`config.mk`:
```
export PLATFORM = sky130hd
export DESIGN_NAME = traffic_light_monitor_flat
export DESIGN_NICKNAME = d
export VERILOG_FILES = /design/src/rtl/traffic_light_monitor_if.sv /design/src/rtl/traffic_light_monitor.sv /design/src/flat_wrapper.sv
export SDC_FILE = /design/constraint.sdc
export NUM_CORES = 1
export LEC_CHECK = 0
export ABC_AREA = 1
export BUFFER_PORTS_ARGS = -buffer_cell sky130_fd_sc_hd__buf_4
export CORE_UTILIZATION = 52
export CTS_BUF_LIST = sky130_fd_sc_hd__clkbuf_16
export DETAILED_ROUTE_END_ITERATION = 16
export PLACE_DENSITY = 0.79
export REMOVE_ABC_BUFFERS = 1
export SYNTH_ARGS = -nofsm -noshare
export SYNTH_HDL_FRONTEND = slang
export SYNTH_SLANG_ARGS = --single-unit
```
`constraint.sdc`:
```
create_clock -name clk -period 1.45 [get_ports clk]
set_clock_uncertainty 0.05 [all_clocks]
set_input_delay 0.145 -clock clk [delete_from_list [all_inputs] [get_ports clk]]
set_output_delay 0.145 -clock clk [all_outputs]
set_load 0.005 [all_outputs]
```
`src/rtl/traffic_light_monitor_if.sv`:
```
// rtl/traffic_light_monitor_if.sv - lamp sample / status bundle for the traffic light monitor
interface traffic_light_monitor_if;
  logic [2:0] lights;
  logic       clr_err;
  logic [1:0] phase;
  logic       locked;
  logic       err_enc;
  logic       err_seq;
  logic       err_time;
  logic       err_pulse;
  logic [7:0] cycle_count;

  modport master (
    output lights, clr_err,
    input  phase, locked, err_enc, err_seq, err_time, err_pulse, cycle_count
  );

  modport slave (
    input  lights, clr_err,
    output phase, locked, err_enc, err_seq, err_time, err_pulse, cycle_count
  );
endinterface

```
`src/rtl/traffic_light_monitor.sv`:
```
// rtl/traffic_light_monitor.sv - checks lamp encoding, phase order and phase durations
module traffic_light_monitor #(
  parameter int unsigned RED_LEN = 5,
  parameter int unsigned GRN_LEN = 5,
  parameter int unsigned YEL_LEN = 3
) (
  input logic                    clk,
  input logic                    rst,
  traffic_light_monitor_if.slave bus
);

  localparam logic [2:0] LAMP_RED = 3'b100;
  localparam logic [2:0] LAMP_GRN = 3'b001;
  localparam logic [2:0] LAMP_YEL = 3'b010;

  localparam logic [7:0] LEN_RED = 8'(RED_LEN);
  localparam logic [7:0] LEN_GRN = 8'(GRN_LEN);
  localparam logic [7:0] LEN_YEL = 8'(YEL_LEN);

  typedef enum logic {
    ST_SYNC  = 1'b0,
    ST_TRACK = 1'b1
  } state_t;

  state_t     r_state, w_state;
  logic [2:0] r_prev, w_prev;
  logic [7:0] r_run_len, w_run_len;
  logic [1:0] r_phase, w_phase;
  logic       r_locked, w_locked;
  logic       r_err_enc, w_err_enc;
  logic       r_err_seq, w_err_seq;
  logic       r_err_time, w_err_time;
  logic       r_err_pulse, w_err_pulse;
  logic [7:0] r_cycle_count, w_cycle_count;

  logic       w_enc_ev;
  logic       w_seq_ev;
  logic       w_time_ev;
  logic [7:0] w_run_inc;
  logic       w_order_ok;
  logic       w_len_ok;

  function automatic logic is_legal(input logic [2:0] s);
    return (s == LAMP_RED) || (s == LAMP_GRN) || (s == LAMP_YEL);
  endfunction

  // Required run length for the phase a (legal) lamp value represents
  function automatic logic [7:0] len_of(input logic [2:0] s);
    case (s)
      LAMP_RED: return LEN_RED;
      LAMP_GRN: return LEN_GRN;
      LAMP_YEL: return LEN_YEL;
      default:  return 8'd0;
    endcase
  endfunction

  function automatic logic [1:0] decode(input logic [2:0] s);
    case (s)
      LAMP_RED: return 2'b00;
      LAMP_GRN: return 2'b01;
      LAMP_YEL: return 2'b10;
      default:  return 2'b11;
    endcase
  endfunction

  // Next state and registered outputs, decided from the current sample against prev
  always_comb begin
    w_state       = r_state;
    w_prev        = bus.lights;
    w_run_len     = r_run_len;
    w_phase       = decode(bus.lights);
    w_cycle_count = r_cycle_count;
    w_enc_ev      = 1'b0;
    w_seq_ev      = 1'b0;
    w_time_ev     = 1'b0;
    w_run_inc     = (r_run_len == 8'hFF) ? r_run_len : r_run_len + 8'd1;
    w_order_ok    = ((r_prev == LAMP_RED) && (bus.lights == LAMP_GRN)) ||
                    ((r_prev == LAMP_GRN) && (bus.lights == LAMP_YEL)) ||
                    ((r_prev == LAMP_YEL) && (bus.lights == LAMP_RED));
    w_len_ok      = (r_run_len == len_of(r_prev));

    if (!is_legal(bus.lights)) begin
      w_enc_ev  = 1'b1;
      w_state   = ST_SYNC;
      w_run_len = 8'd0;
      w_phase   = 2'b11;
    end else begin
      case (r_state)
        ST_SYNC: begin
          if (is_legal(r_prev) && (bus.lights != r_prev)) begin
            // First transition after sync: start counting, nothing to check yet
            w_state   = ST_TRACK;
            w_run_len = 8'd1;
          end else if (bus.lights == r_prev) begin
            w_run_len = w_run_inc;
          end else begin
            w_run_len = 8'd1;
          end
        end
        ST_TRACK: begin
          if (bus.lights == r_prev) begin
            if (r_run_len == len_of(bus.lights)) begin
              w_time_ev = 1'b1;
              w_state   = ST_SYNC;
            end else begin
              w_run_len = w_run_inc;
            end
          end else begin
            w_seq_ev  = !w_order_ok;
            w_time_ev = !w_len_ok;
            w_run_len = 8'd1;
            if (!w_order_ok || !w_len_ok) begin
              w_state = ST_SYNC;
            end else if ((r_prev == LAMP_YEL) && (r_cycle_count != 8'hFF)) begin
              w_cycle_count = r_cycle_count + 8'd1;
            end
          end
        end
        default: begin
          w_state   = ST_SYNC;
          w_run_len = 8'd0;
        end
      endcase
    end

    w_locked    = (w_state == ST_TRACK);
    // A fresh error beats a clear request on the same edge
    w_err_enc   = (r_err_enc  && !bus.clr_err) || w_enc_ev;
    w_err_seq   = (r_err_seq  && !bus.clr_err) || w_seq_ev;
    w_err_time  = (r_err_time && !bus.clr_err) || w_time_ev;
    w_err_pulse = w_enc_ev || w_seq_ev || w_time_ev;
  end

  // State and output registers with asynchronous reset
  always_ff @(posedge clk or posedge rst) begin
    if (rst) begin
      r_state       <= ST_SYNC;
      r_prev        <= 3'b000;
      r_run_len     <= 8'd0;
      r_phase       <= 2'b11;
      r_locked      <= 1'b0;
      r_err_enc     <= 1'b0;
      r_err_seq     <= 1'b0;
      r_err_time    <= 1'b0;
      r_err_pulse   <= 1'b0;
      r_cycle_count <= 8'd0;
    end else begin
      r_state       <= w_state;
      r_prev        <= w_prev;
      r_run_len     <= w_run_len;
      r_phase       <= w_phase;
      r_locked      <= w_locked;
      r_err_enc     <= w_err_enc;
      r_err_seq     <= w_err_seq;
      r_err_time    <= w_err_time;
      r_err_pulse   <= w_err_pulse;
      r_cycle_count <= w_cycle_count;
    end
  end

  assign bus.phase       = r_phase;
  assign bus.locked      = r_locked;
  assign bus.err_enc     = r_err_enc;
  assign bus.err_seq     = r_err_seq;
  assign bus.err_time    = r_err_time;
  assign bus.err_pulse   = r_err_pulse;
  assign bus.cycle_count = r_cycle_count;

endmodule
```
`src/flat_wrapper.sv`:
```
// flat-port wrapper written by rule: the top's interface ports become plain ports
module traffic_light_monitor_flat 
#(
  parameter int unsigned RED_LEN = 5,
  parameter int unsigned GRN_LEN = 5,
  parameter int unsigned YEL_LEN = 3
)
  (clk, rst, bus_lights, bus_clr_err, bus_phase, bus_locked, bus_err_enc, bus_err_seq, bus_err_time, bus_err_pulse, bus_cycle_count);
  traffic_light_monitor_if bus_i ();
  input logic clk;
  input logic rst;
  input wire logic [$bits(bus_i.lights)-1:0] bus_lights;
  input wire logic [$bits(bus_i.clr_err)-1:0] bus_clr_err;
  output wire logic [$bits(bus_i.phase)-1:0] bus_phase;
  output wire logic [$bits(bus_i.locked)-1:0] bus_locked;
  output wire logic [$bits(bus_i.err_enc)-1:0] bus_err_enc;
  output wire logic [$bits(bus_i.err_seq)-1:0] bus_err_seq;
  output wire logic [$bits(bus_i.err_time)-1:0] bus_err_time;
  output wire logic [$bits(bus_i.err_pulse)-1:0] bus_err_pulse;
  output wire logic [$bits(bus_i.cycle_count)-1:0] bus_cycle_count;
  assign bus_i.lights = bus_lights;
  assign bus_i.clr_err = bus_clr_err;
  assign bus_phase = bus_i.phase;
  assign bus_locked = bus_i.locked;
  assign bus_err_enc = bus_i.err_enc;
  assign bus_err_seq = bus_i.err_seq;
  assign bus_err_time = bus_i.err_time;
  assign bus_err_pulse = bus_i.err_pulse;
  assign bus_cycle_count = bus_i.cycle_count;
  traffic_light_monitor #(.RED_LEN(RED_LEN), .GRN_LEN(GRN_LEN), .YEL_LEN(YEL_LEN)) u_core (.clk(clk), .rst(rst), .bus(bus_i));
endmodule
```
==> results.cfg <==
[sta]
hold_violations = 0
tightestPinTransition_ns = 0.351
max_freq_mhz = 600
slew_violations = 0
slew_headroom_pct = 76.6
period_needed_ns = 1.67
worst_slack_ns = -0.215
setup_viol = 20
min_period_over_period_pct = 115
grt_setup_unrepaired = true

[drt]
drt_iter0_markers = 113
wirelength_mm = 5.62
viasPerCell = 5.50
wl_per_cell_um = 16.3
vias = 1896
drt-pass1-iter-count = 4
ant_nets = 0
drc = 0

[floorplanning]
num_io_pins = 21
die_h_um = 58.8
dieArea_um2 = 3460
num_rows = 20
core_area_um2 = 3050
start_util_pct = 55.0
dieWidth_um = 58.8

[power_and_ir_drop]
p_per_area_nw_per_um2 = 772
p_leak_nw = 1.34
ir_drop_mv = 0.921

[worst_setup_path]
cp-start-kind = flop
cp_max_fo = 5
critPathArrivalTime_ns = 1.78
critPathRequiredTime_ns = 1.56
critPathCaptureType = flop
critPathMaxStageDelay_ns = 0.44
crit_chain = buf_4 > nand3_2 > nor2_1 > nor2_1 > nand2_1 > buf_4 > nand4_4 > nand2_2 > nand2_2
slowest_stage = dfrtp_2
critPathKind = reg -> reg

[run_status]
violations = negative setup slack
status = finished with violations

[placement]
dp_slack_ns = -0.188
portBuffers = 20
dp_hpwl_mm = 2.77
dp.cells = 327
gp_congestion = 0.824

[layout]
nets = 310
diodes = 0
instances_no_fill = 345
drive_gt1_share_pct = 45.8
area_growth_pct = 54.7
fill_cells = 169

[synthesis]
yosysTopAreaCellShare_pct = 35.8
synth.area.top_cells = dfrtp_1, nand2_1, nand3_1
postSynthCellCount = 234
muxShareOfSynthArea_pct = 0
synth_seq_cells = 26
syn_avg_cell_area_um2 = 7.18
yosys_warnings = 0
synth_cell_types = 27
synth-simple-area-share_pct = 41.4
synth_top_family_by_area = simple AND/OR/NAND/NOR gates
synth_compound_area_share_pct = 3.95
ys_seq_area_share_pct = 38.9
syn-cell-area_um2 = 1680
yosysTopAreaCell = dfrtp_1
synth_xor_area_share_pct = 6.26
synthAdderAreaFrac_pct = 1.49

[global_route]
grt_use_total_pct = 30.3
antenna_found_initial = 0
grt_start_max_net_pins = 27
grt_pass1_wl_mm = 7.84
grt_pass1_vias = 1791
grt-ovfl-total = 0

[clock_tree]
cts_tree = done
clk_latency_ns = 0.26
clkSinkCount = 26
numCtsBuffers = 3
cts.path.max_buffers = 2
cts_htree_levels = 1
cts-root-buf = clkbuf_16
clk_pin_slew_ns = 0.07

[worst_hold_path]
hold_class = in -> reg

[run]
maxCapViolations = 0
[through the flow]
step                area [µm²]  hold WS (ns)  TNS [ns]  power [mW]  util, %
finish                    2600        0.0881     -3.18        2.01     85.1
global placement          2110         0.177     -1.37        1.05     69.0
floorplan                 1670         0.126    -0.776       0.942        -
CTS                       2460        0.0962    -0.826        1.94     80.7
global route              2600         0.106     -4.53        2.06     85.1
detailed placement        2110         0.179     -1.69        1.06     69.0
[Yosys cell counts (all sizes together)]
master	number
buf	2
nand4	5
a22o	1
nor2	29
nand3	30
nand2	76
a21oi	5
inv	33
nor3	4
dfrtp	24
xor2	8
and3	1
nand3b	1
xnor2	4
o21ai	5
a21boi	1
or2	1
ha	2
dfstp	2
[layout by cell type (no fill, tap or decap), types with 2 or more instances in the layout]
master         count
a21oi_2            2
dfstp_2            2
nand2_1           54
nor2_2             4
nor2_1            17
xnor2_1            3
nor2_4             8
clkbuf_16          3
xor2_1             7
o21ai_1            4
nand3_2            8
dfrtp_2            4
nand4_1            3
inv_2              6
dfrtp_1           20
nor3_1             3
buf_6              9
nand2_4            2
nand4_4            2
inv_4              5
inv_1             22
a21oi_1            3
dlygate4sd3_1      4
buf_4             52
nand3_4            3
nand2_2           20
nand3_1           19
[report_power, final]
group          total (mW)  internal, mW  leakage (nW)  switching, mW
Sequential          0.777         0.754         0.335         0.0235
Clock               0.821         0.550        0.0511          0.271
Combinational       0.407         0.169         0.952          0.238
Total                2.01          1.47          1.34          0.532
[path summary, 6_finish.rpt]
path / to / from / slack, ns / cells past startpoint
max: u_core.bus.cycle_count[3] / u_core.r_prev[0] / -0.22 / 9
min: u_core.bus.err_enc / bus_clr_err / 0.09 / 4
max reg2reg: u_core.bus.cycle_count[3] / u_core.r_prev[0] / -0.22 / 9
min reg2reg: u_core.bus.err_enc / u_core.bus.err_enc / 0.44 / 2
max in group asynchronous: u_core.bus.phase[0] / rst / 0.59 / 4
min in group asynchronous: u_core.bus.err_enc / rst / 0.45 / 4
[flip-flops by register name, indices dropped and copies added (netlist names)]
signal	cells
u_core.r_run_len	8
u_core.r_state	1
u_core.bus.err_time	1
u_core.bus.phase	2
u_core.bus.cycle_count	8
u_core.bus.err_pulse	1
u_core.bus.err_seq	1
u_core.bus.err_enc	1
u_core.r_prev	3
[critical path: cells and delay by family (launching register included)]
family | cells | cell delay (ns)
buffers and inverters | 2 | 0.30
DFF | 1 | 0.44
and+or+nand+nor | 7 | 0.77
[layout make-up]
class	count	area [µm²]	share of cell area [%]
Clock buffer	3	75.1	2.89
Tap cell	44	55.1	2.12
Clock inverter	1	30.0	1.16
Timing Repair Buffer	65	532	20.5
Sequential cell	26	658	25.3
Inverter	33	136	5.25
Multi-Input combinational cell	173	1110	42.8
[what timing repair did]
action                                  in CTS  in global routing
setup buffers                                8                  2
hold buffers                                 4                  0
endpoints found under the hold margin       27                  0
pin swaps                                   15                 16
gates resized for setup                     46                 34
endpoints found under the setup margin      19                 20
gates cloned                                 0                  0
[per-layer routing]
layer | up-vias | GRT usage (%) | share of wire, %
met3 | 21 | 5.71 | 6.7
met5 | - | 3.17 | 0
met2 | 92 | 51.9 | 53
li1 | 869 | - | -
met1 | 914 | 36.3 | 37
met4 | 0 | 14.3 | 3.5
[cell families (layout without fill, tap and decap cells)]
kind of cell | after synthesis | in the layout
flip-flops | 26 | 26
buffers and inverters | 35 | 102
XOR/XNOR | 12 | 12
AO/OA/AOI/OAI | 12 | 12
adder cells (fa/ha/maj) | 2 | 2
AND/OR/NAND/NOR | 147 | 147
Power figures use the tool's default switching activity.
